**config.mk**
```make
export PLATFORM = sky130hd
export DESIGN_NAME = io_flash_ctrl
export DESIGN_NICKNAME = d
export VERILOG_FILES = /design/src/rtl/io_flash_ctrl.sv
export SDC_FILE = /design/constraint.sdc
export NUM_CORES = 1
export LEC_CHECK = 0
export CAP_MARGIN = 20
export CORE_AREA = 3 3 81 83
export DETAILED_ROUTE_END_ITERATION = 8
export DIE_AREA = 0 0 84 86
export GPL_TIMING_DRIVEN = 0
export PLACE_DENSITY = 0.89
export SLEW_MARGIN = 15
export SYNTH_ARGS = -nofsm -noshare
export SYNTH_HDL_FRONTEND = slang
export SYNTH_SLANG_ARGS = --single-unit
```
**constraint.sdc**
```tcl
create_clock -name clk -period 3.4 [get_ports clk]
set_clock_uncertainty 0.2 [all_clocks]
set_input_delay 0.51 -clock clk [delete_from_list [all_inputs] [get_ports clk]]
set_output_delay 0.51 -clock clk [all_outputs]
set_load 0.05 [all_outputs]
```
**src/rtl/io_flash_ctrl.sv**
```systemverilog
// io_flash_ctrl: parallel I/O sequencer and boot-time flash loader for the HMMM core.
// Serves read/write instructions (stalling the core on read) and streams words from
// parallelIn into instruction ROM while holding the core.
// Optional build macro: IO_SYNC_EN -- adds a two-flop synchronizer on inputReady.
module io_flash_ctrl #(
    parameter int ADDR_WIDTH = 8,
    parameter int DATA_WIDTH = 16
) (
    input  logic                  clk,
    input  logic                  reset,
    input  logic                  flashEnable,
    input  logic                  inputReady,
    output logic                  inputWaiting,
    input  logic [DATA_WIDTH-1:0] parallelIn,
    output logic [DATA_WIDTH-1:0] parallelOut,
    output logic                  outValid,
    input  logic                  ioRead,
    input  logic                  ioWrite,
    input  logic [DATA_WIDTH-1:0] wrData,
    output logic [DATA_WIDTH-1:0] rdData,
    output logic                  rdValid,
    output logic                  IObusy,
    output logic                  romWE,
    output logic [ADDR_WIDTH-1:0] romWA,
    output logic [DATA_WIDTH-1:0] romWD,
    output logic                  coreHold,
    output logic                  flashDone
);

    typedef enum logic [2:0] {
        IDLE,
        RD_WAIT,
        RD_DONE,
        FLASH_WAIT,
        FLASH_DONE
    } state_t;

    state_t                state;
    logic [ADDR_WIDTH-1:0] cnt;
    logic                  ready_s;
    logic                  ready_prev;
    logic                  ready_edge;

`ifdef IO_SYNC_EN
    logic [1:0] ready_sync;

    // Two-flop synchronizer; resets high so a stuck-high line is never seen as an edge.
    always_ff @(posedge clk) begin
        if (reset) ready_sync <= 2'b11;
        else       ready_sync <= {ready_sync[0], inputReady};
    end
    assign ready_s = ready_sync[1];
`else
    assign ready_s = inputReady;
`endif

    // Previous strobe level; resets high so only a genuine low-to-high transition captures.
    always_ff @(posedge clk) begin
        if (reset) ready_prev <= 1'b1;
        else       ready_prev <= ready_s;
    end

    assign ready_edge = ready_s & ~ready_prev;

    // Status decoded from registered state only.
    assign inputWaiting = (state == RD_WAIT) || (state == FLASH_WAIT);
    assign coreHold     = (state == FLASH_WAIT) || (state == FLASH_DONE);
    assign flashDone    = (state == FLASH_DONE);

    // Stall is combinational so the core freezes in the very first cycle of a read.
    assign IObusy = ~reset &
                    (((state == IDLE) & ioRead & ~flashEnable) | (state == RD_WAIT));

    // Main sequencer: state, counter and all registered outputs.
    always_ff @(posedge clk) begin
        if (reset) begin
            state       <= IDLE;
            cnt         <= '0;
            parallelOut <= '0;
            outValid    <= 1'b0;
            rdData      <= '0;
            rdValid     <= 1'b0;
            romWE       <= 1'b0;
            romWA       <= '0;
            romWD       <= '0;
        end else begin
            outValid <= 1'b0;
            rdValid  <= 1'b0;
            romWE    <= 1'b0;
            unique case (state)
                IDLE: begin
                    if (flashEnable) begin
                        state <= FLASH_WAIT;
                        cnt   <= '0;
                    end else if (ioRead) begin
                        // A simultaneous write is an illegal combination and is dropped.
                        state <= RD_WAIT;
                    end else if (ioWrite) begin
                        parallelOut <= wrData;
                        outValid    <= 1'b1;
                    end
                end
                RD_WAIT: begin
                    if (flashEnable) begin
                        // Flash request aborts the pending read; no rdValid for it.
                        state <= FLASH_WAIT;
                        cnt   <= '0;
                    end else if (ready_edge) begin
                        rdData  <= parallelIn;
                        rdValid <= 1'b1;
                        state   <= RD_DONE;
                    end
                end
                RD_DONE: begin
                    state <= IDLE;
                end
                FLASH_WAIT: begin
                    if (ready_edge) begin
                        // A word arriving with the fall of flashEnable is still written.
                        romWE <= 1'b1;
                        romWA <= cnt;
                        romWD <= parallelIn;
                        cnt   <= cnt + 1'b1;
                        if (cnt == '1 || !flashEnable) state <= FLASH_DONE;
                    end else if (!flashEnable) begin
                        state <= FLASH_DONE;
                    end
                end
                FLASH_DONE: begin
                    // Hold here until the request drops so a wrap cannot re-flash.
                    if (!flashEnable) state <= IDLE;
                end
                default: state <= IDLE;
            endcase
        end
    end

endmodule

```
==> summary.md, run 1 <==
| Metric | Value |
|---|---|
| # Post-CTS Setup Buffers | 0 |
| Top Ports | 101 |
| ANT nets after route | 0 |
| Comb power frac | 13.3% |
| Antenna violations before repair | 0 |
| Post-synthesis compound-gate area fraction | 12.3% |
| Multi-input logic area | 1230 um2 |
| Sequential cell area | 1420 um2 |
| Setup TNS | 0 ns |
| Max_slew headroom | 64.4% |
| Vias per cell | 5.00 |
| Number of placement rows | 28 |
| Flops & latches, synth | 71 |
| Largest net degree at the start of global routing | 13 |
| Root buffer cell | clkbuf_8 |
| Synth top area share | 50.7% |
| Fill cell count | 449 |
| Synthesized area | 2800 um2 |
| Post-cts hold buffer count | 0 |
| Proportion of power drawn by flip-flops and latches | 48.1% |
| Final-stage net count | 466 |
| Synth Net Count | 356 |
| Post-CTS sizing | 0 |
| Die Footprint | 7220 um2 |
| Clock slew at reported path FFs | 0.07 ns |
| Largest family of logic cells by synthesized area | simple AND/OR/NAND/NOR gates |
| Routed vias | 2536 |
| CTS tree | yes |
| Max_cap viols | 0 |
| CP Capture Type | primary output |
| Post-synthesis adder-cell area fraction | 0.447% |
| Antenna cells | 0 |
| Ys Warns | 0 |
| Final period util | 87.7% |
| Switching share of power | 25.4% |
| CP Max Fanout | 4 |
| Pwr Total | 1.78 mW |
| Post-synth EDFFs | 0 |
| Pwr Density | 434 nW/um2 |
| NetSw | 450 uW |
| Register area share after synthesis | 50.7% |
| Congestion Overflow GR | 0 |
| Internal power | 1.33 mW |
| Final worst slack | 0.419 ns |
| Hold WC Path Type | reg2reg |
| Area contributors post-synth | dfxtp_1 (51%), nand2_1 (11%), a21oi_1 (7.9%), mux2i_1 (6.1%), nor2_1 (4.6%) |
| Routed length per placed instance | 13.8 um |
| Share of cells above drive strength 1 | 10.6% |
| Critical Path AT | 2.27 ns |
| Number of remaining DRC errors | 0 |
| Total Routing Usage GR | 19.8% |
| Final Hold Fails | 0 |
| Yosys cell types | 41 |
| Post-Synth XOR/XNOR Area | 1.56% |
| Final setup viols | 0 |
| Sinks on Clock Net | 71 |
| Initial DRT Pass Iterations | 4 |
| Commonest cells post-synth | nand2_1 (80), dfxtp_1 (71), a21oi_1 (44) |
| Synth area leader | dfxtp_1 |
| Die X | 84 um |
| GP Congestion | 0.818 |
| Cells after synthesis | 317 |
| WP data required | 2.69 ns |
| Post-synthesis mux area share | 6.88% |
| Maximum clock frequency | 335 MHz |
| CORE AREA | 5920 um2 |
| Status | complete, no violations |
| Synth Flop Type | dfxtp_1 |
| Die height | 86 um |
| Unrepaired setup endpoints after global routing | false |
| CP Launch Type | input pin |
| Worst-skew pair later-pin latency | 0.33 ns |
| Iteration-0 DRC count of the detailed router | 87 |
| Post-Route WL | 7000 um |
| Final Critical Period | 2.98 ns |
| WS Path Type | in2out |
| Post-DP HPWL | 5260 um |
| H-tree Lvls | 3 |
| Area Overhead vs Synth | 46.1% |
| Average size of a mapped cell | 8.84 um2 |
| Initial Util | 47.3% |
| Max clock buf depth | 2 |
| First-pass GRT wire length | 11600 um |
| Clk pwr share | 38.7% |
| Top-count cell post-synth | nand2_1 |
| Slew @ Worst Pin | 0.532 ns |
| Slew Limit Fails | 0 |
| Simple-gate share of the synthesized area | 22.6% |
| Number of global-route vias before repair | 2500 |
| Fraction of registers with async set/reset | 0% |
| Leakage Power | 1.56 nW |
| Port bufs | 99 |
| CTS Buf Count | 9 |
| Peak supply drop | 0.304 mV |
| Place WS | 0.419 ns |
## worst max-delay path, cell delays in order
cell and delay (ns):
clkdlybuf4s50_1 0.45, or3_1 0.37, nor2_1 0.12, clkdlybuf4s50_1 0.82
## sequential cells by signal (all words and copies together), names as in the netlist
register / cells
romWD: 16
rdValid: 1
romWA: 8
cnt: 8
state: 3
parallelOut: 16
ready_prev: 1
romWE: 1
outValid: 1
rdData: 16
## final cells by class
class / instances / share of cell area [%]
Buffer: 22 / 3.21
Inverter: 6 / 0.550
Tap cell: 75 / 2.29
Clock buffer: 11 / 3.70
Timing Repair Buffer: 99 / 24.2
Sequential cell: 71 / 34.7
Clock inverter: 5 / 1.38
Multi-Input combinational cell: 218 / 30.0
## layout by cell type, fill, tap and decap left out, types with 2 or more instances in the layout
cell	count
clkdlybuf4s50_1	99
nand2_1	80
dfxtp_1	71
a21oi_1	44
nor2_1	34
mux2i_1	17
clkbuf_8	11
buf_2	9
clkbuf_1	7
inv_1	5
xnor2_1	5
buf_6	4
nand3_1	4
a2111oi_2	4
nand2b_1	3
buf_4	2
nor3_1	2
clkinv_2	2
## per-stage QoR
stage          std cells  area, um2  utilization (%)  hold WS, ns
6_report             507       4090             69.1        0.257
5_1_grt              507       4090             69.1        0.276
4_1_cts              507       4090             69.1        0.259
3_5_place_dp         491       3890             65.6        0.249
3_3_place_gp         491       3890             65.6        0.243
2_1_floorplan        317       2800                -        0.257
## power by group through the flow
stage	sequential [mW]	combinational [mW]	clock, mW
after floorplan	0.907	0.107	0
after global placement	0.872	0.232	0
after detailed placement	0.873	0.235	0
after CTS	0.854	0.236	0.699
after global routing	0.855	0.252	0.734
final	0.853	0.236	0.687
## metal layers
layer  vias up  share of wire, %  GRT usage, %
met1      1157                43          23.5
li1       1274                 -             -
met5         -                 0             0
met2        97                46          32.5
met3         8               9.1          8.26
met4         0               1.1          7.02
## final timing paths
kind | endpoint | slack, ns | depth (start not counted) | start
worst max-delay path | IObusy | 0.42 | 4 | reset
worst min-delay path | rdData[2] | 0.26 | 2 | rdData[2]
worst max register to register | state[2] | 1.32 | 5 | cnt[0]
worst min register to register | rdData[2] | 0.26 | 2 | rdData[2]
## kinds of logic (layout without fill, tap and decap cells)
family,count (synthesis),in the layout
simple gates,138,138
fa+ha+maj,1,1
xor+xnor,5,5
mux,19,19
flops,71,71
compound gates,55,55
buf+inv,28,143
Power figures use the tool's default switching activity.
==> run 2: changes to the inputs <==
Settings changed: CTS_CLUSTER_DIAMETER from default to 40, SLEW_MARGIN 15 to default.
==> results of run 2 <==
No change in the layout: final DEF, timing and power equal those of run 1.
==> run 3: changes to the inputs <==
Settings changed: CTS_CLUSTER_DIAMETER 40 to default, MAX_ROUTING_LAYER from default to met4.
==> run 3 against run 2 <==
- via count decreased by 0.24%
- combinational power hardly changed
- critical path depth stayed put
- clock-buffer cell count is the same
- power is essentially flat
- clock power hardly changed
- cell count did not move
- core utilization unchanged
- register-to-register slack barely moved
==> summary.md, run 3 (synthesis results as in run 1) <==
| Metric | Value |
|---|---|
| Status | complete, no violations |
| Total Routing Usage GR | 20.5% (+0.66 points) |
| Hold WC Path Type | reg2reg |
| Number of global-route vias before repair | 2500 (unchanged) |
| Die height | 86 um (unchanged) |
| Root buffer cell | clkbuf_8 |
| Share of cells above drive strength 1 | 10.6% (unchanged) |
| Sinks on Clock Net | 71 (unchanged) |
| Fin area | 4090 um2 (unchanged) |
| CP Launch Type | input pin |
| Commonest non-fill, non-tap cell in the layout | clkdlybuf4s50_1 |
| Number of remaining DRC errors | 0 (unchanged) |
| First-pass GRT wire length | 11600 um (-0.18%) |
| Initial DRT Pass Iterations | 4 (unchanged) |
| Peak supply drop | 0.303 mV (-0.28%) |
| Max_slew headroom | 64.2% (-0.16 points) |
| Congestion Overflow GR | 0 (unchanged) |
| Post-Route WL | 7010 um (+0.16%) |
| Top flop regs | parallelOut x16, rdData x16, romWD x16 |
| Antenna cells | 0 (unchanged) |
| Number of placement rows | 28 (unchanged) |
| Final core occ | 69.1% (unchanged) |
| Register-to-Register Path Depth | 5 (unchanged) |
| Largest net degree at the start of global routing | 13 (unchanged) |
| Leakage Power | 1.56 nW (unchanged) |
| Initial Util | 47.3% (unchanged) |
| Final std cells w/o fill | 507 (unchanged) |
| Antenna violations before repair | 0 (unchanged) |
| WP data required | 2.69 ns (about the same) |
| CORE AREA | 5920 um2 (unchanged) |
| CP Capture Type | primary output |
| Post-DP HPWL | 5260 um (unchanged) |
| H-tree Lvls | 3 (unchanged) |
| Final Hold Fails | 0 (unchanged) |
| Port bufs | 99 (unchanged) |
| Post-CTS sizing | 0 (unchanged) |
| WS Path Type | in2out |
| Placed cell areas | 3890 um2 (unchanged) |
| Post-cts hold buffer count | 0 (unchanged) |
| R2r startpoint | cnt[0] |
| Final setup viols | 0 (unchanged) |
| ANT nets after route | 0 (unchanged) |
| CP Max Fanout | 4 (unchanged) |
| CTS tree | yes |
| Die Footprint | 7220 um2 (unchanged) |
| Clock slew at reported path FFs | 0.07 ns (about the same) |
| Final-stage net count | 466 (unchanged) |
| Dpl cells | 491 (unchanged) |
| GP Congestion | 0.830 (+1.5%) |
| Unrepaired setup endpoints after global routing | false |
| Critical path origin | reset |
| Worst R2R Setup Slack | 1.31 ns (about the same) |
| Routed length per placed instance | 13.8 um (+0.16%) |
| Max clock buf depth | 2 (unchanged) |
| Slew @ Worst Pin | 0.535 ns (+0.00244 ns) |
| FF-to-FF End | state[2] |
| Final worst slack | 0.419 ns (-0.0000770 ns) |
| Worst-skew pair later-pin latency | 0.33 ns (about the same) |
| Maximum clock frequency | 335 MHz (about the same) |
| Crit path to | IObusy |
| Area Overhead vs Synth | 46.1% (unchanged) |
| Vias per cell | 4.99 (-0.24%) |
| Critical Path AT | 2.27 ns (about the same) |
| Most frequent cells in the layout | clkdlybuf4s50_1 (99), nand2_1 (80), dfxtp_1 (71) |
| CTS Buf Count | 9 (unchanged) |
| Final Critical Period | 2.98 ns (+0.0000770 ns) |
| Iteration-0 DRC count of the detailed router | 92 (+5.7%) |
| Die X | 84 um (unchanged) |
| Final period util | 87.7% (about the same) |
| Place WS | 0.419 ns (unchanged) |
| Top Ports | 101 (unchanged) |
| Setup TNS | 0 ns (unchanged) |
| # Post-CTS Setup Buffers | 0 (unchanged) |
| Max_cap viols | 0 (unchanged) |
| Routed vias | 2530 (-0.24%) |
| Slew Limit Fails | 0 (unchanged) |
| Pwr Density | 434 nW/um2 (about the same) |
run 3: cell counts in the layout (fill, tap and decap cells not counted):
Identical to the previous run, type by type.
run 3: worst min path at each step:
stage,start,to,slack [ns],cells after the start
floorplan,cnt[7],romWA[7],0.26,2
global placement,romWD[14],romWD[14],0.24,2
detailed placement,rdData[2],rdData[2],0.25,2
CTS,rdData[2],rdData[2],0.26,2
global route,rdData[2],rdData[2],0.28,2
finish,rdData[2],rdData[2],0.26,2
run 3: metal layers:
metal,GRT usage [%],vias up,wire (um)
met1,25.0,1151,3200
met5,-,-,0
met4,7.02,0,68
met3,6.15,8,479
met2,32.5,98,3260
li1,-,1273,-
run 3: per-stage QoR:
step | hold WS, ns | power (mW)
floorplan | 0.257 | 1.01
global placement | 0.243 | 1.10
detailed placement | 0.249 | 1.11
CTS | 0.259 | 1.79
global route | 0.276 | 1.84
finish | 0.257 | 1.77
run 3: cell type report:
| type | instances | area [um2] |
|---|---|---|
| Fill cell | 449 | 1830 |
| Sequential cell | 71 | 1420 |
| Multi-Input combinational cell | 218 | 1230 |
| Timing Repair Buffer | 99 | 991 |
| Clock buffer | 11 | 151 |
| Buffer | 22 | 131 |
| Tap cell | 75 | 93.8 |
| Clock inverter | 5 | 56.3 |
| Inverter | 6 | 22.5 |
run 3: power breakdown:
group          leakage, nW  internal (mW)  switching [mW]
Clock                0.105          0.378           0.308
Sequential           0.573          0.846         0.00748
Combinational        0.882          0.102           0.134
run 3: critical path, stage by stage:
cell             delay [ns]
clkdlybuf4s50_1        0.45
or3_1                  0.37
nor2_1                 0.12
clkdlybuf4s50_1        0.82
